**config.mk**
```make
export PLATFORM = sky130hd
export DESIGN_NAME = ucode_loader_flat
export DESIGN_NICKNAME = d
export VERILOG_FILES = /design/src/rtl/ucode_loader_if.sv /design/src/rtl/ucode_loader.sv /design/src/flat_wrapper.sv
export SDC_FILE = /design/constraint.sdc
export NUM_CORES = 1
export LEC_CHECK = 0
export BUFFER_PORTS_ARGS = -buffer_cell sky130_fd_sc_hd__buf_2
export CORE_MARGIN = 3
export CORE_UTILIZATION = 35
export DETAILED_ROUTE_END_ITERATION = 10
export PLACE_DENSITY = 0.63
export SLEW_MARGIN = 20
export SYNTH_ARGS = -nofsm -noshare
export SYNTH_HDL_FRONTEND = slang
export SYNTH_SLANG_ARGS = --single-unit
```
**constraint.sdc**
```tcl
create_clock -name i_clk -period 2.25 [get_ports i_clk]
set_input_delay 0.1125 -clock i_clk [delete_from_list [all_inputs] [get_ports i_clk]]
set_output_delay 0.1125 -clock i_clk [all_outputs]
set_load 0.005 [all_outputs]
```
**src/rtl/ucode_loader_if.sv**
```systemverilog
// Host-side serial byte stream and uCode BRAM write port of the uCode loader.
// master = host/test side, slave = loader.
interface ucode_loader_if #(
  parameter int DATA_SZ = 16,
  parameter int ADDR_SZ = 10
);
  logic               i_rx_wr;
  logic [7:0]         i_rx_data;
  logic               i_tx_busy;
  logic               o_tx_wr;
  logic [7:0]         o_tx_data;
  logic               o_uc_wr;
  logic [ADDR_SZ-1:0] o_uc_waddr;
  logic [DATA_SZ-1:0] o_uc_wdata;

  modport master (
    output i_rx_wr, i_rx_data, i_tx_busy,
    input  o_tx_wr, o_tx_data, o_uc_wr, o_uc_waddr, o_uc_wdata
  );

  modport slave (
    input  i_rx_wr, i_rx_data, i_tx_busy,
    output o_tx_wr, o_tx_data, o_uc_wr, o_uc_waddr, o_uc_wdata
  );
endinterface

```
**src/rtl/ucode_loader.sv**
```systemverilog
// Serial frame parser that loads uCode BRAM and gates CPU run/halt, acking each command.
// Optional inter-byte timeout: define UC_LOADER_TIMEOUT_EN.
module ucode_loader #(
  parameter int DATA_SZ        = 16,
  parameter int ADDR_SZ        = 10,
  parameter int TIMEOUT_CYCLES = 4_800_000
) (
  input  logic           i_clk,
  input  logic           i_rst,
  ucode_loader_if.slave  bus,
  output logic           o_run,
  output logic           o_busy,
  output logic           o_error
);

  localparam logic [7:0] CMD_L = 8'h4C;
  localparam logic [7:0] CMD_G = 8'h47;
  localparam logic [7:0] CMD_H = 8'h48;
  localparam logic [7:0] ACK   = 8'h06;
  localparam logic [7:0] NAK   = 8'h15;

  if (TIMEOUT_CYCLES < 2) begin : g_bad_timeout
    $error("TIMEOUT_CYCLES must be at least 2");
  end

  typedef enum logic [2:0] {
    IDLE, ADDR_HI, ADDR_LO, COUNT, DATA_HI, DATA_LO, CHECK, REPLY
  } state_t;

  state_t             state;
  logic [7:0]         addr_hi;
  logic [ADDR_SZ-1:0] addr;
  logic               range_err;
  logic [7:0]         cnt;
  logic [7:0]         d_hi;
  logic [7:0]         sum;
  logic [7:0]         reply;

  logic [15:0] frame_addr;
  logic [7:0]  sum_next;

  assign frame_addr = {addr_hi, bus.i_rx_data};
  assign sum_next   = sum + bus.i_rx_data;
  assign o_busy     = (state != IDLE);

`ifdef UC_LOADER_TIMEOUT_EN
  logic [31:0] tmo_cnt;
`endif

  always_ff @(posedge i_clk) begin
    if (i_rst) begin
      state          <= IDLE;
      addr_hi        <= '0;
      addr           <= '0;
      range_err      <= 1'b0;
      cnt            <= '0;
      d_hi           <= '0;
      sum            <= '0;
      reply          <= '0;
      o_run          <= 1'b0;
      o_error        <= 1'b0;
      bus.o_tx_wr    <= 1'b0;
      bus.o_tx_data  <= '0;
      bus.o_uc_wr    <= 1'b0;
      bus.o_uc_waddr <= '0;
      bus.o_uc_wdata <= '0;
`ifdef UC_LOADER_TIMEOUT_EN
      tmo_cnt        <= '0;
`endif
    end else begin
      // NOTE: strobes default low here; any later non-blocking assignment in this block wins.
      bus.o_tx_wr <= 1'b0;
      bus.o_uc_wr <= 1'b0;

      case (state)
        IDLE: if (bus.i_rx_wr) begin
          case (bus.i_rx_data)
            CMD_L: begin
              o_run   <= 1'b0;
              o_error <= 1'b0;
              sum     <= '0;
              state   <= ADDR_HI;
            end
            CMD_G: begin
              o_run <= 1'b1;
              reply <= ACK;
              state <= REPLY;
            end
            CMD_H: begin
              o_run <= 1'b0;
              reply <= ACK;
              state <= REPLY;
            end
            default: ;
          endcase
        end
        ADDR_HI: if (bus.i_rx_wr) begin
          addr_hi <= bus.i_rx_data;
          sum     <= sum_next;
          state   <= ADDR_LO;
        end
        ADDR_LO: if (bus.i_rx_wr) begin
          addr      <= ADDR_SZ'(frame_addr);
          range_err <= (frame_addr >> ADDR_SZ) != 16'd0;
          sum       <= sum_next;
          state     <= COUNT;
        end
        COUNT: if (bus.i_rx_wr) begin
          cnt   <= bus.i_rx_data;
          sum   <= sum_next;
          state <= (bus.i_rx_data == 8'd0) ? CHECK : DATA_HI;
        end
        DATA_HI: if (bus.i_rx_wr) begin
          d_hi  <= bus.i_rx_data;
          sum   <= sum_next;
          state <= DATA_LO;
        end
        DATA_LO: if (bus.i_rx_wr) begin
          // Writes go out before the checksum is known; an out-of-range frame never writes.
          bus.o_uc_wr    <= ~range_err;
          bus.o_uc_waddr <= addr;
          bus.o_uc_wdata <= DATA_SZ'({d_hi, bus.i_rx_data});
          addr           <= addr + 1'b1;
          sum            <= sum_next;
          cnt            <= cnt - 8'd1;
          state          <= (cnt == 8'd1) ? CHECK : DATA_HI;
        end
        CHECK: if (bus.i_rx_wr) begin
          state <= REPLY;
          if (range_err || sum_next != 8'd0) begin
            reply   <= NAK;
            o_error <= 1'b1;
          end else begin
            reply <= ACK;
          end
        end
        REPLY: if (!bus.i_tx_busy) begin
          bus.o_tx_wr   <= 1'b1;
          bus.o_tx_data <= reply;
          state         <= IDLE;
        end
        default: state <= IDLE;
      endcase

`ifdef UC_LOADER_TIMEOUT_EN
      if (state == IDLE || state == REPLY || bus.i_rx_wr) begin
        tmo_cnt <= '0;
      end else if (tmo_cnt == 32'(TIMEOUT_CYCLES - 1)) begin
        tmo_cnt <= '0;
        reply   <= NAK;
        o_error <= 1'b1;
        state   <= REPLY;
      end else begin
        tmo_cnt <= tmo_cnt + 32'd1;
      end
`endif
    end
  end

endmodule
```
**src/flat_wrapper.sv**
```systemverilog
// flat-port wrapper written by rule: the top's interface ports become plain ports
module ucode_loader_flat 
#(
  parameter int DATA_SZ        = 16,
  parameter int ADDR_SZ        = 10,
  parameter int TIMEOUT_CYCLES = 4_800_000
)
  (i_clk, i_rst, o_run, o_busy, o_error, bus_i_rx_wr, bus_i_rx_data, bus_i_tx_busy, bus_o_tx_wr, bus_o_tx_data, bus_o_uc_wr, bus_o_uc_waddr, bus_o_uc_wdata);
  ucode_loader_if #(.DATA_SZ(DATA_SZ), .ADDR_SZ(ADDR_SZ)) bus_i ();
  input  logic i_clk;
  input  logic i_rst;
  output logic o_run;
  output logic o_busy;
  output logic o_error;
  input wire logic [$bits(bus_i.i_rx_wr)-1:0] bus_i_rx_wr;
  input wire logic [$bits(bus_i.i_rx_data)-1:0] bus_i_rx_data;
  input wire logic [$bits(bus_i.i_tx_busy)-1:0] bus_i_tx_busy;
  output wire logic [$bits(bus_i.o_tx_wr)-1:0] bus_o_tx_wr;
  output wire logic [$bits(bus_i.o_tx_data)-1:0] bus_o_tx_data;
  output wire logic [$bits(bus_i.o_uc_wr)-1:0] bus_o_uc_wr;
  output wire logic [$bits(bus_i.o_uc_waddr)-1:0] bus_o_uc_waddr;
  output wire logic [$bits(bus_i.o_uc_wdata)-1:0] bus_o_uc_wdata;
  assign bus_i.i_rx_wr = bus_i_rx_wr;
  assign bus_i.i_rx_data = bus_i_rx_data;
  assign bus_i.i_tx_busy = bus_i_tx_busy;
  assign bus_o_tx_wr = bus_i.o_tx_wr;
  assign bus_o_tx_data = bus_i.o_tx_data;
  assign bus_o_uc_wr = bus_i.o_uc_wr;
  assign bus_o_uc_waddr = bus_i.o_uc_waddr;
  assign bus_o_uc_wdata = bus_i.o_uc_wdata;
  ucode_loader #(.DATA_SZ(DATA_SZ), .ADDR_SZ(ADDR_SZ), .TIMEOUT_CYCLES(TIMEOUT_CYCLES)) u_core (.i_clk(i_clk), .i_rst(i_rst), .bus(bus_i), .o_run(o_run), .o_busy(o_busy), .o_error(o_error));
endmodule
```
After elaboration in Yosys (flattened, before gate mapping)
Index checks and enable logic that the tools add are counted.
{"block": "word_totals", "regBits": 92, "input_bits": 12, "word_cells": 109, "out_inout_bits": 39}
{"block": "classes", "n_bitwise": 5, "eq_ne": 24, "n_reduce_logical": 28, "add_sub_neg": 3, "mux": 34}
{"cell": "8-bit two-way mux", "n": 8}
{"cell": "8-bit one-hot mux with 2 select lines", "n": 3}
{"cell": "8-bit by 7-bit == test with 1-bit output, second input constant", "n": 3}
{"cell": "3-bit two-way mux", "n": 8}
{"cell": "3-bit one-hot mux with 8 select lines", "n": 1}
{"cell": "10-bit two-way mux", "n": 2}
{"cell": "2-bit inequality test, second input constant", "n": 10}
{"cell": "10-bit one-hot mux with 2 select lines", "n": 1}
{"cell": "16-bit nonzero test", "n": 1}
{"cell": "3-bit == test, second input constant", "n": 4}
{"cell": "10-bit by 1-bit adder with 10-bit output, second input constant", "n": 1}
{"cell": "2-bit AND reduction", "n": 5}
{"cell": "2-bit nonzero test", "n": 5}
{"cell": "3-bit AND reduction", "n": 3}
{"cell": "9-bit AND reduction", "n": 1}
{"cell": "8-bit adder", "n": 1}
{"cell": "8-bit by 1-bit == test with 1-bit output, second input constant", "n": 1}
{"cell": "8-bit logical NOT", "n": 1}
{"cell": "4-bit AND reduction", "n": 2}
{"cell": "8-bit nonzero test", "n": 1}
{"cell": "8-bit by 1-bit subtractor with 8-bit output, second input constant", "n": 1}
{"cell": "3-bit by 2-bit == test with 1-bit output, second input constant", "n": 2}
{"cell": "3-bit one-hot mux with 2 select lines", "n": 1}
{"cell": "2-bit OR reduction", "n": 3}
{"cell": "14 further kinds", "n": 25}

Depth between registers and ports, before layout
Gate-level depths: netlist of the first run.
{"block": "logic_depth", "word_depth": 6, "mapped_depth": 9, "ltp_nobuf": 8}

Worst setup path after synthesis of the first run
No wires, ideal clock.
{"block": "synth_timing", "kind": "reg-to-reg", "startpoint": "register u_core.sum[0]", "endpoint": "register u_core.reply[1]", "t_required_ps": 2190, "path_stages_with_launch": 8, "setup_ps": 60, "setup_slack_ps": -12, "synth_period_minus_slack_ps": 2262, "t_arrival_ps": 2202, "path_buffers": 0, "cell_sequence": "dfxtp_1 > ha_1 > fa_1 > xor2_1 > or4_1 > or3_4 > nor4_4 > o221a_1"}
{"block": "synth_between", "elab_chain_cells": 6}
{"item": "start, declared", "line_no": "ucode_loader.sv:36", "text": "logic [7:0] sum;"}
{"item": "start signal, assigned", "line_no": "ucode_loader.sv:99", "text": "sum <= sum_next;"}
{"item": "start signal, assigned", "line_no": "ucode_loader.sv:105", "text": "sum <= sum_next;"}
{"item": "start signal, assigned", "line_no": "ucode_loader.sv:110", "text": "sum <= sum_next;"}
{"item": "8-bit adder", "line_no": "ucode_loader.sv:43", "text": "assign sum_next = sum + bus.i_rx_data;"}
{"item": "8-bit nonzero test", "line_no": "ucode_loader.sv:130", "text": "if (range_err || sum_next != 8'd0) begin"}
{"item": "1-bit logical OR", "line_no": "ucode_loader.sv:130"}
{"item": "5-bit two-way mux", "line_no": "ucode_loader.sv:130"}
{"item": "8-bit two-way mux", "line_no": "ucode_loader.sv:128", "text": "CHECK: if (bus.i_rx_wr) begin"}
{"item": "8-bit one-hot mux with 2 select lines", "line_no": "ucode_loader.sv:75", "text": "case (state)"}
{"item": "end signal, assigned", "line_no": "ucode_loader.sv:86", "text": "reply <= ACK;"}
{"item": "end signal, assigned", "line_no": "ucode_loader.sv:131", "text": "reply <= NAK;"}
{"item": "end signal, assigned", "line_no": "ucode_loader.sv:134", "text": "reply <= ACK;"}
{"item": "end, declared", "line_no": "ucode_loader.sv:37", "text": "logic [7:0] reply;"}
No other way between the ends. The select of a mux whose other input is x is not followed.
A chain may end at the register's enable or synchronous reset.

Final worst setup path of the first run
Same ends and word-level chain as after synthesis.

==> flow_summary.json, run 1 <==
{
  "outcome": "finished, violations left",
  "violations": "negative setup slack",
  "synth-edff-count": 0,
  "postSynthAreaPerCell_um2": 7.90,
  "antenna_left": 0,
  "hold_viol": 0,
  "slew_viol_final": 0,
  "path_max_fanout": 3,
  "netlist.area_leader.share_pct": 42.3,
  "clkSlewWorstSetupHoldPaths_ns": 0.10,
  "groute.usage.overall_pct": 15.6,
  "cp-end-kind": "flop",
  "ios": 51,
  "synth_seq_area_share_pct": 42.3,
  "clock_skew_ns": 0.00783,
  "async_flop_share_pct": 0,
  "routed_wl_um": 9490,
  "total_power_uw": 2850,
  "min_to": "u_core.bus.o_uc_wdata[6]",
  "grt_pass1_vias": 3271,
  "synthCells": 491,
  "initial_core_util_pct": 36.8,
  "cts_made_buffers": 9,
  "power_density_nw_per_um2": 630,
  "nNetsFinal": 554,
  "r2r_cells": 6,
  "die_w_um": 111,
  "vias": 3500,
  "post-cts-setup-buffers": 0,
  "min_path_type": "in2reg",
  "finalSetupViolCount": 1,
  "drv_cap": 0,
  "final_util_pct": 42.8,
  "cts.sinks": 82,
  "rsz0062_at_grt": "yes",
  "dp_hpwl_um": 6510,
  "max_slew.worst_pin.slew_ns": 0.644,
  "cts_tree": "done",
  "place_congestion": 0.823,
  "r2r_setup_slack_ns": -0.01,
  "r2r-start": "u_core.sum[0]",
  "grt_pass1_wl_um": 16100,
  "dp_slack_ns": -0.0681,
  "holdBufCountCts": 0,
  "yosysWarningCount": 0,
  "layout_common_cells": "nand2_1, dfxtp_1, a21oi_1",
  "dieArea_um2": 12400,
  "clk-insertion-delay-late_ns": 0.35,
  "layout_commonest_cell": "nand2_1",
  "worstHoldPathCells": 3,
  "synth_top_cell_by_area": "dfxtp_1",
  "grt_start_max_net_pins": 28,
  "worstPathRequired_ns": 2.55,
  "area_growth_pct": 16.5,
  "whs_ns": 0.104,
  "max_freq_mhz": 442,
  "timing.rr.end": "u_core.reply[1]",
  "grt.overflow.total": 0,
  "synth_area_um2": 3880,
  "wl_per_cell_um": 14.1,
  "cp.arrival_ns": 2.56,
  "cts_max_path_buffers": 2,
  "htree_levels": 3,
  "drt-initial-drc-count": 209,
  "max_slew_margin_pct": 57.1,
  "die_h_um": 111,
  "dr.pass1.iters": 5,
  "clockRootBuffer": "clkbuf_8",
  "synth_flop_cell": "dfxtp_1",
  "portBuffers": 46,
  "ys_top_cells_by_area": "dfxtp_1, nand2_1, a21oi_1",
  "p_leak_uw": 0.00172,
  "ir_drop_mv": 0.412,
  "antenna_found_initial": 0,
  "vias_per_cell": 5.21,
  "core-area_um2": 10600,
  "antenna_cells": 0,
  "remaining_drc_errors": 0,
  "period_minus_slack_ns": 2.26,
  "rows": 37,
  "worst_slack_ns": -0.0119,
  "drive_gt1_share_pct": 18.3,
  "min_from": "bus_i_rx_data[6]",
  "start_kind": "flop",
  "criticalPathCategory": "reg2reg",
  "synth-seq-cells": 82,
  "finalCritPeriodShare_pct": 101,
  "ys_types": 59
}
[sequential cells by signal, summed over array words and instances (netlist names)]
register / flops
u_core.bus.o_uc_waddr: 10
u_core.addr: 10
u_core.bus.o_tx_data: 3
u_core.addr_hi: 8
u_core.o_error: 1
u_core.reply: 3
u_core.o_run: 1
u_core.state: 3
u_core.sum: 8
u_core.range_err: 1
u_core.bus.o_uc_wr: 1
u_core.cnt: 8
u_core.d_hi: 8
u_core.bus.o_tx_wr: 1
u_core.bus.o_uc_wdata: 16
[logic make-up after synthesis]
kind of cell / synth area share (%)
AND/OR/NAND/NOR: 24.6
XOR/XNOR: 1.81
multiplexers: 2.32
AO/OA/AOI/OAI: 19.7
other: 0.0966
adder cells (fa/ha/maj): 3.74
flip-flops: 42.3
buffers and inverters: 5.45
[metrics by stage]
stage          instances  area [µm²]  setup TNS (ns)
2_1_floorplan        494        3890               0
3_3_place_gp         656        4270         -0.0319
3_5_place_dp         656        4270          -0.142
4_1_cts              672        4520         -0.0527
5_1_grt              672        4520          -0.222
6_report             672        4520         -0.0119
[per-layer routing]
layer	vias to the layer above	GRT usage [%]	share of wire, %
met2	98	25.8	46
met1	1621	20.3	47
met4	0	4.06	0.91
li1	1775	-	-
met3	6	4.20	6.2
met5	-	0	0
[repair_timing]
item	in CTS	in global routing
gates resized for setup	3	1
pin swaps	2	1
endpoints found under the setup margin	3	3
cloned	0	0
[critical path: stages (launching register included)]
cell     delay [ns]
dfxtp_2        0.35
ha_4           0.16
fa_2           0.44
or4_4          0.51
or3_4          0.35
nor4_4         0.19
o221a_1        0.21
[area by class of cell]
class / count / area [µm²]
Clock buffer: 9 / 124
Clock inverter: 7 / 106
Fill cell: 1093 / 6030
Inverter: 6 / 22.5
Multi-Input combinational cell: 367 / 2060
Sequential cell: 82 / 1640
Tap cell: 136 / 170
Timing Repair Buffer: 65 / 398
[power by group]
group / total (µW) / internal, µW / leakage (µW) / switching, µW
Combinational: 147 / 47.3 / 0.000942 / 99.6
Clock: 1240 / 645 / 0.000116 / 599
Sequential: 1460 / 1450 / 0.000661 / 2.41
Total: 2850 / 2150 / 0.00172 / 701
[Yosys cell counts, types with 3 or more instances]
master / n
nand3_1: 10
a31oi_1: 5
clkbuf_1: 22
o22ai_1: 5
buf_4: 6
inv_1: 6
o31ai_1: 3
buf_2: 10
nor3_1: 7
xor2_1: 6
a211oi_1: 6
o21ai_0: 11
a22oi_1: 13
mux2i_1: 9
a21oi_1: 56
a211oi_2: 3
ha_1: 10
o21ai_1: 6
nor2_1: 53
dfxtp_1: 82
nand3b_1: 3
nand2_1: 110
and3_1: 6
[how the worst max path moves through the flow]
stage / from / cells after the start / endpoint
global route: u_core.sum[0] / 6 / u_core.reply[0]
finish: u_core.sum[0] / 6 / u_core.reply[1]
detailed placement: u_core.sum[0] / 6 / u_core.reply[1]
floorplan: u_core.sum[0] / 6 / u_core.reply[1]
global placement: u_core.sum[0] / 6 / u_core.reply[1]
CTS: u_core.sum[0] / 6 / u_core.reply[1]
Power figures use the tool's default switching activity.
==> run 2, diff against run 1 <==
Settings changed: ABC_AREA from default to 1, CORE_MARGIN 3 to 4.
==> run 2 against run 1 <==
Clock skew shrank 0.0011 ns. Core utilization shrank 1.1 points. Clock power grew 19%. First-iteration DRC count grew 12%. Largest cell class unchanged. Die area grew 5.5%. Sequential power is essentially flat. Non-clock buffer count shrank 13. Critical endpoint unchanged. Critical path depth grew 7. Sequential share of layout area shrank 0.37 points. Global-route usage grew 0.37 points. Register-to-register slack gained 0.34 ns. The run now ends clean.
==> flow_summary.json, run 2 <==
{
  "total_power_uw": 3080,
  "swShare_pct": 22.6,
  "criticalPathCategory": "reg2reg",
  "postSynthAreaPerCell_um2": 7.11,
  "remaining_drc_errors": 0,
  "holdBufCountCts": 0,
  "critPathTopFamily": "simple AND/OR/NAND/NOR gates",
  "min_path_type": "in2reg",
  "rows": 38,
  "nFillCells": 1155,
  "cts_max_path_buffers": 2,
  "layout_commonest_cell": "nand2_1",
  "ir_drop_mv": 0.512,
  "antenna_cells": 0,
  "grt_pass1_vias": 3460,
  "multiInputGateArea_um2": 1980,
  "htree_levels": 3,
  "drt-initial-drc-count": 235,
  "grt_pass1_wl_um": 16600,
  "vias_per_cell": 5.06,
  "synth_top_cell_by_area": "dfxtp_1",
  "routed_wl_um": 10100,
  "path_cells": "ha_1 > fa_1 > nand2_1 > nand3_1 > nand3_1 > nand2_1 > nand2_1 > nand2_1 > nor2_1 > nand2_1 > nand2_1 > nand2_1 > nor2_1",
  "dp_hpwl_um": 7220,
  "path_max_fanout": 3,
  "worstPathRequired_ns": 2.54,
  "power_switching_uw": 697,
  "slew_viol_final": 0,
  "drv_cap": 0,
  "antenna_found_initial": 0,
  "timing.rr.end": "u_core.reply[1]",
  "yosysMostFrequentCell": "nand2_1",
  "cts_made_buffers": 9,
  "largest_reg_flops": 16,
  "portBuffers": 46,
  "worstHoldPathCells": 3,
  "max_stage_delay_ns": 0.47,
  "seqCellArea_um2": 1640,
  "clkSlewWorstSetupHoldPaths_ns": 0.06,
  "ios": 51,
  "cts.sinks": 82,
  "netlist.area_leader.share_pct": 41.5,
  "synthCells": 556,
  "internal-power_uw": 2380,
  "drive_gt1_share_pct": 13.2,
  "die_h_um": 114,
  "r2r-start": "u_core.sum[0]",
  "p_leak_uw": 0.00202,
  "rsz0062_at_grt": "no",
  "cp-end-kind": "flop",
  "initial_core_util_pct": 36.2,
  "yosysWarningCount": 0,
  "seq_power_share_pct": 47.4,
  "grt.overflow.total": 0,
  "area_growth_pct": 15.4,
  "hold_viol": 0,
  "dr.pass1.iters": 4,
  "post-cts-setup-buffers": 0,
  "p_clk_share_pct": 47.9,
  "max_freq_mhz": 519,
  "dieArea_um2": 13100,
  "min_from": "bus_i_tx_busy",
  "cp_common_cell": "nand2_1",
  "worst-path-buf-inv": 0,
  "ys_top_cells_by_area": "dfxtp_1, nand2_1, a21oi_1",
  "wl_per_cell_um": 13.7,
  "power_density_nw_per_um2": 674,
  "cp.arrival_ns": 2.21,
  "tns_ns": 0,
  "r2r_setup_slack_ns": 0.32,
  "antenna_left": 0,
  "finalSetupViolCount": 0,
  "vias": 3729,
  "async_flop_share_pct": 0,
  "groute.usage.overall_pct": 16.0,
  "synth-edff-count": 0,
  "clk-insertion-delay-late_ns": 0.34,
  "postCtsResizedCells": 0,
  "synth_area_um2": 3960,
  "finalCritPeriodShare_pct": 85.6,
  "period_minus_slack_ns": 1.93,
  "clock_skew_ns": 0.00673,
  "start_kind": "flop",
  "core-area_um2": 10900,
  "combPwrFrac_pct": 4.7,
  "cts_tree": "done",
  "cp.depth": 13,
  "grt_start_max_net_pins": 44,
  "synth_flop_cell": "dfxtp_1",
  "reg_top3": "u_core.bus.o_uc_wdata (16), u_core.addr (10), u_core.bus.o_uc_waddr (10)",
  "min_to": "u_core.bus.o_tx_wr",
  "slowest_stage": "fa_1",
  "place_congestion": 0.894,
  "top_register": "u_core.bus.o_uc_wdata",
  "ys_types": 36,
  "synth_seq_area_share_pct": 41.5,
  "die_w_um": 114,
  "r2r_cells": 13,
  "nNetsFinal": 615,
  "outcome": "completed",
  "clockRootBuffer": "clkbuf_16",
  "layout_common_cells": "nand2_1, dfxtp_1, a21oi_1",
  "synthTopCellsByCount": "nand2_1, dfxtp_1, a21oi_1, nand3_1, inv_1",
  "synth-seq-cells": 82
}
run 2: cell types whose count changed in the layout (fill, tap and decap cells not counted), sizes merged, moves of 6 or more:
cell | before | now
mux2i | 9 | 0
nand3 | 11 | 54
a211oi | 9 | 1
nand2 | 111 | 120
nor2 | 54 | 42
o21ai | 17 | 53
a21oi | 57 | 68
inv | 9 | 53
buf | 65 | 52
a22oi | 13 | 0
and3 | 6 | 0
run 2: worst min-delay path, cell delays in order:
cell    delay (ns)
buf_2         0.09
or2_4         0.13
nor2_1        0.04
run 2: power by group through the flow:
stage          clock network, µW  registers, µW  logic [µW]
2_1_floorplan                  0           1490        96.6
3_3_place_gp                   0           1490         142
3_5_place_dp                   0           1490         144
4_1_cts                     1490           1460         144
5_1_grt                     1560           1460         161
6_report                    1470           1460         145
run 2: per-stage QoR:
step	worst slack, ns	instances	utilization (%)	cell area (µm²)	hold WS [ns]
after CTS	0.324	737	41.7	4560	0.0628
final	0.324	737	41.7	4560	0.0634
after global routing	0.111	737	41.7	4560	0.0728
after floorplan	0.537	559	-	3970	0.278
after detailed placement	0.365	721	39.0	4270	0.425
after global placement	0.425	721	39.0	4270	0.423
run 2: area by class of cell:
class	count	area share, %
Sequential cell	82	36.0
Inverter	53	4.36
Clock buffer	11	5.32
Clock inverter	5	1.18
Tap cell	140	3.84
Timing Repair Buffer	52	6.03
Multi-Input combinational cell	394	43.3
run 2: routing by layer:
metal / track usage [%] / wire [µm]
met3: 4.02 / 563
met2: 25.9 / 4680
met5: 0 / 0
met1: 20.2 / 4590
met4: 6.89 / 242
run 2: how the worst max path moves through the flow:
stage / from / endpoint
final: u_core.sum[0] / u_core.reply[1]
after global routing: u_core.sum[0] / u_core.reply[1]
after CTS: u_core.sum[0] / u_core.reply[1]
after detailed placement: u_core.sum[0] / u_core.reply[1]
after global placement: u_core.sum[0] / u_core.reply[0]
after floorplan: u_core.sum[0] / u_core.reply[0]
run 2: kinds of logic (layout without fill, tap and decap cells):
group	count (synthesis)	in the layout	synth area share [%]
simple gates	235	235	26.1
buf+inv	83	121	8.79
flops	82	82	41.5
xor+xnor	9	9	1.99
fa+ha+maj	11	11	3.67
other cells	1	4	0.0948
compound gates	135	135	17.8
==> run 3, diff against run 2 <==
Settings changed: ABC_CLOCK_PERIOD_IN_PS from default to 2250, CTS_BUF_LIST from default to sky130_fd_sc_hd__clkbuf_16, PLACE_DENSITY 0.63 to 0.58.
==> run 3 against run 2 <==
Sequential power is essentially flat. Total power down 6.0%. Core utilization shrank 0.49 points. Critical path type unchanged. Critical endpoint is now u_core.reply[0]. Largest power group is now registers. Highest routed layer unchanged.
==> flow_summary.json, run 3 (synthesis gave the netlist of run 2 again) <==
{
  "grt_start_max_net_pins": 44,
  "clkSlewWorstSetupHoldPaths_ns": 0.06,
  "top_register": "u_core.bus.o_uc_wdata",
  "holdBufCountCts": 0,
  "power_density_nw_per_um2": 641,
  "die_h_um": 114,
  "postCtsResizedCells": 0,
  "cp_common_cell": "nand2_1",
  "criticalPathCategory": "reg2reg",
  "drive_gt1_share_pct": 12.6,
  "post-cts-setup-buffers": 0,
  "cts.sinks": 82,
  "slew_viol_final": 0,
  "antenna_found_initial": 0,
  "swShare_pct": 23.4,
  "internal-power_uw": 2220,
  "antenna_left": 0,
  "groute.usage.overall_pct": 16.4,
  "layout_commonest_cell": "nand2_1",
  "r2r_cells": 12,
  "grtUsageMet2_pct": 26.9,
  "cp.arrival_ns": 2.07,
  "period_minus_slack_ns": 1.88,
  "htree_levels": 3,
  "die_w_um": 114,
  "rsz0062_at_grt": "no",
  "max_freq_mhz": 533,
  "routed_wl_um": 10300,
  "dp_cells": 720,
  "grtUsageMet3_pct": 4.39,
  "cp-end-kind": "flop",
  "cts_max_path_buffers": 2,
  "dieArea_um2": 13100,
  "seq_power_share_pct": 50.4,
  "nFillCells": 1150,
  "combPwrFrac_pct": 5.0,
  "critPathTopFamily": "adder cells",
  "portBuffers": 46,
  "rows": 38,
  "initial_core_util_pct": 36.2,
  "largest_reg_flops": 16,
  "place_congestion": 0.924,
  "clock_skew_ns": 0.00553,
  "layout_common_cells": "nand2_1, dfxtp_1, a21oi_1",
  "r2r-start": "u_core.sum[0]",
  "met1_usage_pct": 21.0,
  "clk-insertion-delay-late_ns": 0.34,
  "cts_made_buffers": 9,
  "grt_pass1_vias": 3567,
  "start_kind": "flop",
  "path_cells": "ha_1 > fa_1 > nand2_1 > nand3_1 > nand3_1 > nand2_1 > nand2_1 > nand2_1 > nor2_1 > nand2_1 > nand2_1 > a21oi_1",
  "path_max_fanout": 3,
  "remaining_drc_errors": 0,
  "ir_drop_mv": 0.369,
  "whs_ns": 0.0809,
  "reg_top3": "u_core.bus.o_uc_wdata (16), u_core.addr (10), u_core.bus.o_uc_waddr (10)",
  "p_clk_share_pct": 44.6,
  "drv_cap": 0,
  "worstHoldPathCells": 3,
  "min_from": "bus_i_tx_busy",
  "slowest_stage": "fa_1",
  "core-area_um2": 10900,
  "drt-initial-drc-count": 216,
  "tns_ns": 0,
  "grt_pass1_wl_um": 17100,
  "clockRootBuffer": "clkbuf_16",
  "min_path_type": "in2reg",
  "gr-max-usage-layer": "met2",
  "nNetsFinal": 614,
  "power_switching_uw": 676,
  "fin_cells": 734,
  "p_leak_uw": 0.00199,
  "vias_per_cell": 5.11,
  "finalSetupViolCount": 0,
  "dp_hpwl_um": 7290,
  "wl_per_cell_um": 14.1,
  "min_to": "u_core.bus.o_tx_wr",
  "worst-path-buf-inv": 0,
  "ios": 51,
  "r2r_setup_slack_ns": 0.37,
  "finalCritPeriodShare_pct": 83.4,
  "cts_tree": "done",
  "outcome": "completed",
  "vias": 3749,
  "max_stage_delay_ns": 0.46,
  "timing.rr.end": "u_core.reply[0]",
  "area_growth_pct": 14.0,
  "grt.overflow.total": 0,
  "hold_viol": 0,
  "worstPathRequired_ns": 2.45,
  "antenna_cells": 0,
  "dr.pass1.iters": 4
}
[run 3: per-stage QoR]
| stage | util (%) | total power [µW] | setup slack [ns] | cell area, µm² |
|---|---|---|---|---|
| final | 41.2 | 2890 | 0.373 | 4510 |
| after global placement | 39.0 | 1630 | 0.419 | 4260 |
| after CTS | 41.2 | 2930 | 0.383 | 4510 |
| after floorplan | - | 1590 | 0.537 | 3970 |
| after detailed placement | 39.0 | 1640 | 0.393 | 4260 |
| after global routing | 41.2 | 3010 | 0.176 | 4510 |
[run 3: area by class of cell]
type / instances / area [µm²] / share of cell area [%]
Inverter: 53 / 199 / 4.41
Timing Repair Buffer: 51 / 268 / 5.94
Clock inverter: 5 / 25.0 / 0.555
Sequential cell: 82 / 1640 / 36.4
Multi-Input combinational cell: 394 / 1980 / 43.8
Tap cell: 140 / 175 / 3.88
Clock buffer: 9 / 225 / 4.99
[run 3: power by group through the flow]
stage | logic [µW] | clock network (µW) | registers, µW
global route | 164 | 1390 | 1460
floorplan | 96.6 | 0 | 1490
detailed placement | 146 | 0 | 1490
finish | 146 | 1290 | 1460
global placement | 143 | 0 | 1490
CTS | 146 | 1330 | 1460
[run 3: worst max-delay path by stage]
stage / start / to / slack, ns / cells past startpoint
after floorplan: u_core.sum[0] / u_core.reply[0] / 0.54 / 12
after global placement: u_core.sum[0] / u_core.reply[0] / 0.42 / 12
after detailed placement: u_core.sum[0] / u_core.reply[0] / 0.39 / 12
after CTS: u_core.sum[0] / u_core.reply[0] / 0.38 / 12
after global routing: u_core.sum[0] / u_core.reply[0] / 0.18 / 12
final: u_core.sum[0] / u_core.reply[0] / 0.37 / 12
[run 3: routing by layer]
metal / share of wire (%) / up-vias
li1: - / 1908
met1: 46 / 1723
met2: 47 / 103
met3: 5.7 / 15
met4: 1.5 / 0
met5: 0 / -
[run 3: worst register-to-register path, stage by stage, from the launching register on]
cell and delay [ns]:
dfxtp_1 0.31, ha_1 0.22, fa_1 0.46, nand2_1 0.08
nand3_1 0.08, nand3_1 0.10, nand2_1 0.05, nand2_1 0.05
nand2_1 0.07, nor2_1 0.10, nand2_1 0.07, nand2_1 0.08
a21oi_1 0.06
